File: src/rtl/fc_layer_ctrl_param_1_pkg.sv
// rtl/fc_layer_ctrl_param_1_pkg.sv - default layer geometry and state encodings for the FC layer controller
package fc_layer_ctrl_param_1_pkg;
  localparam int DEF_OUTNEURON = 10;
  localparam int DEF_INNEURON  = 50;
  localparam int DEF_PI        = 5;
  localparam int DEF_PO        = 2;
  localparam int DEF_RD_LAT    = 2;
  localparam int DEF_BEATS     = DEF_INNEURON / DEF_PI;
  localparam int DEF_GROUPS    = DEF_OUTNEURON / DEF_PO;

  localparam logic [2:0] S_IDLE  = 3'd0;
  localparam logic [2:0] S_LOAD  = 3'd1;
  localparam logic [2:0] S_RUN   = 3'd2;
  localparam logic [2:0] S_DRAIN = 3'd3;
  localparam logic [2:0] S_OUT   = 3'd4;
endpackage

File: src/rtl/fc_lat_pipe.sv
// rtl/fc_lat_pipe.sv - DEPTH-deep valid/tag delay line matching the weight-read latency
module fc_lat_pipe #(
  parameter int DEPTH = 2,
  parameter int TAG_W = 1
) (
  input  logic             clk,
  input  logic             reset,
  input  logic             in_valid,
  input  logic [TAG_W-1:0] in_tag,
  output logic             out_valid,
  output logic [TAG_W-1:0] out_tag
);
  logic [DEPTH-1:0]            vld_q, vld_d;
  logic [DEPTH-1:0][TAG_W-1:0] tag_q, tag_d;

  always_comb begin
    vld_d    = vld_q;
    tag_d    = tag_q;
    vld_d[0] = in_valid;
    tag_d[0] = in_tag;
    for (int i = 1; i < DEPTH; i++) begin
      vld_d[i] = vld_q[i-1];
      tag_d[i] = tag_q[i-1];
    end
  end

  always_ff @(posedge clk or posedge reset) begin
    if (reset) begin
      vld_q <= '0;
      tag_q <= '0;
    end else begin
      vld_q <= vld_d;
      tag_q <= tag_d;
    end
  end

  assign out_valid = vld_q[DEPTH-1];
  assign out_tag   = tag_q[DEPTH-1];
endmodule

File: src/rtl/fc_layer_ctrl_param_1.sv
// rtl/fc_layer_ctrl_param_1.sv - sequencer pacing input beats, weight reads and MAC strobes for one FC layer
module fc_layer_ctrl_param_1
  import fc_layer_ctrl_param_1_pkg::*;
#(
  parameter int OUTNEURON = DEF_OUTNEURON,
  parameter int INNEURON  = DEF_INNEURON,
  parameter int PI        = DEF_PI,
  parameter int PO        = DEF_PO,
  parameter int RD_LAT    = DEF_RD_LAT,
  parameter int BEAT_W    = 8,
  parameter int GRP_W     = 8
) (
  input  logic             clk,
  input  logic             reset,
  input  logic             start,
  input  logic             in_valid,
  output logic             in_ready,
  output logic             wgen_clr,
  output logic             wgen_enable,
  output logic             acc_clr,
  output logic             acc_en,
  output logic             acc_last,
  output logic             out_valid,
  input  logic             out_ready,
  output logic [GRP_W-1:0] out_group,
  output logic             busy,
  output logic             done
);
  localparam int BEATS  = INNEURON / PI;
  localparam int GROUPS = OUTNEURON / PO;

  if ((INNEURON % PI) != 0 || (OUTNEURON % PO) != 0) begin : g_bad_div
    $error("fc_layer_ctrl_param_1: neuron counts must divide exactly by PI/PO");
  end
  if (RD_LAT < 1 || BEATS - 1 >= (1 << BEAT_W) || GROUPS - 1 >= (1 << GRP_W)) begin : g_bad_width
    $error("fc_layer_ctrl_param_1: RD_LAT must be >= 1 and counters wide enough");
  end

  logic [2:0]        state_q, state_d;
  logic [BEAT_W-1:0] beat_q, beat_d;
  logic [GRP_W-1:0]  grp_q, grp_d;
  logic              done_q, done_d;
  logic              beat_last, grp_last, hs_in;
  logic [0:0]        last_tag;

  assign hs_in     = (state_q == S_RUN) && in_valid;
  assign beat_last = (beat_q == BEAT_W'(BEATS - 1));
  assign grp_last  = (grp_q == GRP_W'(GROUPS - 1));

  always_comb begin
    state_d = state_q;
    beat_d  = beat_q;
    grp_d   = grp_q;
    done_d  = 1'b0;
    case (state_q)
      S_IDLE: if (start) state_d = S_LOAD;
      S_LOAD: begin
        beat_d  = '0;
        state_d = S_RUN;
      end
      S_RUN: if (in_valid) begin
        if (beat_last) begin
          beat_d  = '0;
          state_d = S_DRAIN;
        end else begin
          beat_d = beat_q + BEAT_W'(1);
        end
      end
      S_DRAIN: if (acc_last) state_d = S_OUT;
      // Non-final groups reload without wgen_clr so the address generator keeps walking.
      S_OUT: if (out_ready) begin
        if (grp_last) begin
          grp_d   = '0;
          done_d  = 1'b1;
          state_d = S_IDLE;
        end else begin
          grp_d   = grp_q + GRP_W'(1);
          state_d = S_LOAD;
        end
      end
      default: state_d = S_IDLE;
    endcase
  end

  always_ff @(posedge clk or posedge reset) begin
    if (reset) begin
      state_q <= S_IDLE;
      beat_q  <= '0;
      grp_q   <= '0;
      done_q  <= 1'b0;
    end else begin
      state_q <= state_d;
      beat_q  <= beat_d;
      grp_q   <= grp_d;
      done_q  <= done_d;
    end
  end

  fc_lat_pipe #(.DEPTH(RD_LAT), .TAG_W(1)) u_lat_pipe (
    .clk      (clk),
    .reset    (reset),
    .in_valid (hs_in),
    .in_tag   (hs_in & beat_last),
    .out_valid(acc_en),
    .out_tag  (last_tag)
  );

  assign acc_last    = last_tag[0];
  assign in_ready    = (state_q == S_RUN);
  assign wgen_enable = hs_in;
  assign wgen_clr    = (state_q == S_IDLE) && start;
  assign acc_clr     = (state_q == S_LOAD);
  assign out_valid   = (state_q == S_OUT);
  assign out_group   = (state_q == S_OUT) ? grp_q : '0;
  assign busy        = (state_q != S_IDLE);
  assign done        = done_q;
endmodule
File: config.mk
export PLATFORM = sky130hd
export DESIGN_NAME = fc_layer_ctrl_param_1
export DESIGN_NICKNAME = d
export VERILOG_FILES = /design/src/rtl/fc_layer_ctrl_param_1_pkg.sv /design/src/rtl/fc_lat_pipe.sv /design/src/rtl/fc_layer_ctrl_param_1.sv
export SDC_FILE = /design/constraint.sdc
export NUM_CORES = 1
export LEC_CHECK = 0
export ABC_AREA = 1
export CAP_MARGIN = 20
export CORE_ASPECT_RATIO = 1.5
export CORE_MARGIN = 5
export CORE_UTILIZATION = 39
export CTS_BUF_LIST = sky130_fd_sc_hd__clkbuf_8
export CTS_CLUSTER_DIAMETER = 100
export DETAILED_ROUTE_END_ITERATION = 6
export GPL_TIMING_DRIVEN = 0
export PLACE_DENSITY_LB_ADDON = 0.2
export SLEW_MARGIN = 20
export SYNTH_ARGS = -nofsm -noshare
export SYNTH_HDL_FRONTEND = slang
export SYNTH_SLANG_ARGS = --single-unit
File: constraint.sdc
create_clock -name clk -period 3 [get_ports clk]
set_input_delay 0.45 -clock clk [delete_from_list [all_inputs] [get_ports clk]]
set_output_delay 0.45 -clock clk [all_outputs]
set_load 0.1 [all_outputs]
==> metrics.txt <==
Max Cap Viol=0; maximum VDD drop=0.581 mV; Starting Density=39.7%; vias in the first global route=1,202; critical path class=reg -> out; CTS sink cnt=24; worst-case hold slack=0.352 ns; postcts setup bufs=0; clock root buffer master=clkbuf_8; Layout area overhead=22.4%; actual slew at the worst max-slew pin=0.977 ns; Final Non-Filler Cells=260; dpl hpwl=2290 um; fin crit share=94.8%; Slew HR=34.6%; crit-path max FO=10; Max Clock Freq=351 MHz; Leak=0.951 nW; DRC violations left=0; Final Instance Area=1740 um2; Yosys reg bits=24; status=completed; first-pass detailed-route iteration total=4; Ys Warns=0; RSZ-0062 raised after global routing=no; CTS Buf Count=3; # setup viols final=0; Syn Inst Count=193; chip height=83.9 um; Power Dens Cells=928 nW/um2; H-Tree Depth=1; hold path start=u_lat_pipe.vld_q[0]; R2R Path Start=beat_q[1]; port bufs=21; skew final=0.00592 ns; Via density=4.84; dpl cells=257; first-pass GRT wire length=5220 um; Worst Hold Class=reg -> reg; Starting DRT DRC Count=44; grt total ovfl=0; Antenna diodes=0; Setup crit start=state_q[1]; Site Rows=27; CP endpoint kind=primary output; Skew-Pair Late Insertion Delay=0.26 ns; max-slew violations=0; Die Width=59.3 um; Fin. Hold Viols=0; Routed WL per cell=11.3 um; final WL=2940 um; sequential cell area fraction in the yosys report=42.3%; via count=1,259; initial antenna violation count=0; deepest clock path buffer count=2; Mapped Area=1420 um2; CP startpoint kind=flop; Crit path arrival time=2.40 ns; Clock transition at path regs=0.09 ns; Mapped Nets=202; Post-DRT Antenna Nets=0; placed cell areas=1690 um2; nets=228; setup tns final=0 ns; IO Pins=22; core area=3580 um2; gp weighted congestion=0.766; Avg Cell Area, Syn=7.36 um2; post-route minimum period=2.85 ns; WP data required=2.55 ns; GRT Total Usage=13.2%; largest net degree at the start of global routing=25; Yosys cell types=19; fraction of layout cells with a size suffix above 1=7.37%; TritonCTS clock tree=built; Die Area=4970 um2
-- layer usage --
| metal | global-route usage, % | up-vias | share of wire (%) |
|---|---|---|---|
| met5 | 0 | - | 0 |
| met2 | 24.0 | 22 | 53 |
| met1 | 14.8 | 583 | 42 |
| met3 | 2.01 | 4 | 3.4 |
| li1 | - | 650 | - |
| met4 | 4.33 | 0 | 1.6 |
-- stage by stage --
step	setup WS [ns]	utilization (%)	power, mW
final	0.155	48.5	1.61
after global routing	0.0151	48.5	1.73
after CTS	0.116	48.3	1.63
after detailed placement	0.213	47.1	1.44
after global placement	0.211	47.1	1.43
after floorplan	0.306	-	1.23
-- critical path: stages, from the launching register on --
cell             delay [ns]
dfrtp_1                0.45
nor2_2                 0.21
nand2_4                0.08
buf_6                  0.16
nor2_1                 0.09
clkdlybuf4s50_1        1.13
-- final timing paths --
path                            cells after the start  slack (ns)                  end
worst max register to register                      9        1.63           state_q[1]
worst max-delay path                                5        0.15         out_group[0]
worst min-delay path                                0        0.35  u_lat_pipe.vld_q[1]
max in group asynchronous                           2        1.75             grp_q[3]
worst min register to register                      0        0.35  u_lat_pipe.vld_q[1]
min in group asynchronous                           2        0.69             grp_q[5]
-- sequential cells by signal (all words and copies together), names as in the netlist --
register	count
u_lat_pipe.out_tag	1
beat_q	8
u_lat_pipe.vld_q	2
u_lat_pipe.tag_d	1
grp_q	8
done	1
state_q	3
-- synthesized netlist by cell type --
cell type | instances | share of area [%]
inv_1 | 31 | 8.2
nor2_4 | 2 | 1.6
nand2_4 | 1 | 0.79
dfrtp_1 | 24 | 42
nor2_1 | 22 | 5.8
o21ai_1 | 1 | 0.35
nand2_2 | 1 | 0.44
ha_1 | 4 | 3.5
inv_2 | 1 | 0.26
a21oi_1 | 4 | 1.4
nor2_2 | 1 | 0.44
nor3_1 | 1 | 0.35
or2_2 | 1 | 0.44
nor2_8 | 2 | 2.8
nand4_1 | 6 | 2.6
o21ai_0 | 12 | 4.2
nand3_1 | 22 | 7.8
nand2_1 | 54 | 14
buf_6 | 3 | 2.4
-- cells in the final DEF (no fill, tap or decap), types with 2 or more instances in the layout --
cell              n
nand2_1          54
inv_1            31
dfrtp_1          24
nand3_1          22
nor2_1           21
clkdlybuf4s50_1  17
o21ai_0          12
nand4_1           6
a21oi_1           4
ha_1              4
dlymetal6s2s_1    4
buf_6             3
clkbuf_8          3
nor2_2            2
nor2_4            2
nor2_8            2
-- timing repair --
item                                    in CTS  in global routing
hold buffers                                 0                  0
endpoints found under the setup margin       0                  4
resized for setup                            0                  4
-- power breakdown --
group	total, mW	leakage, nW	switching, mW	internal, mW
combinational	0.944	0.612	0.701	0.243
sequential	0.477	0.317	0.0833	0.394
clock	0.192	0.0216	0.102	0.0897
total	1.61	0.951	0.886	0.727
-- layout make-up --
type	count	area [um2]
Timing Repair Buffer	21	220
Buffer	3	33.8
Tap cell	43	53.8
Multi-Input combinational cell	134	668
Inverter	32	120
Fill cell	387	1840
Sequential cell	24	601
Clock buffer	3	41.3
-- kinds of logic after synthesis --
logic type | share of synthesized area, %
fa+ha+maj | 3.52
simple gates | 37.4
flops | 42.3
buf+inv | 10.8
compound gates | 5.99
Power figures use the tool's default switching activity.
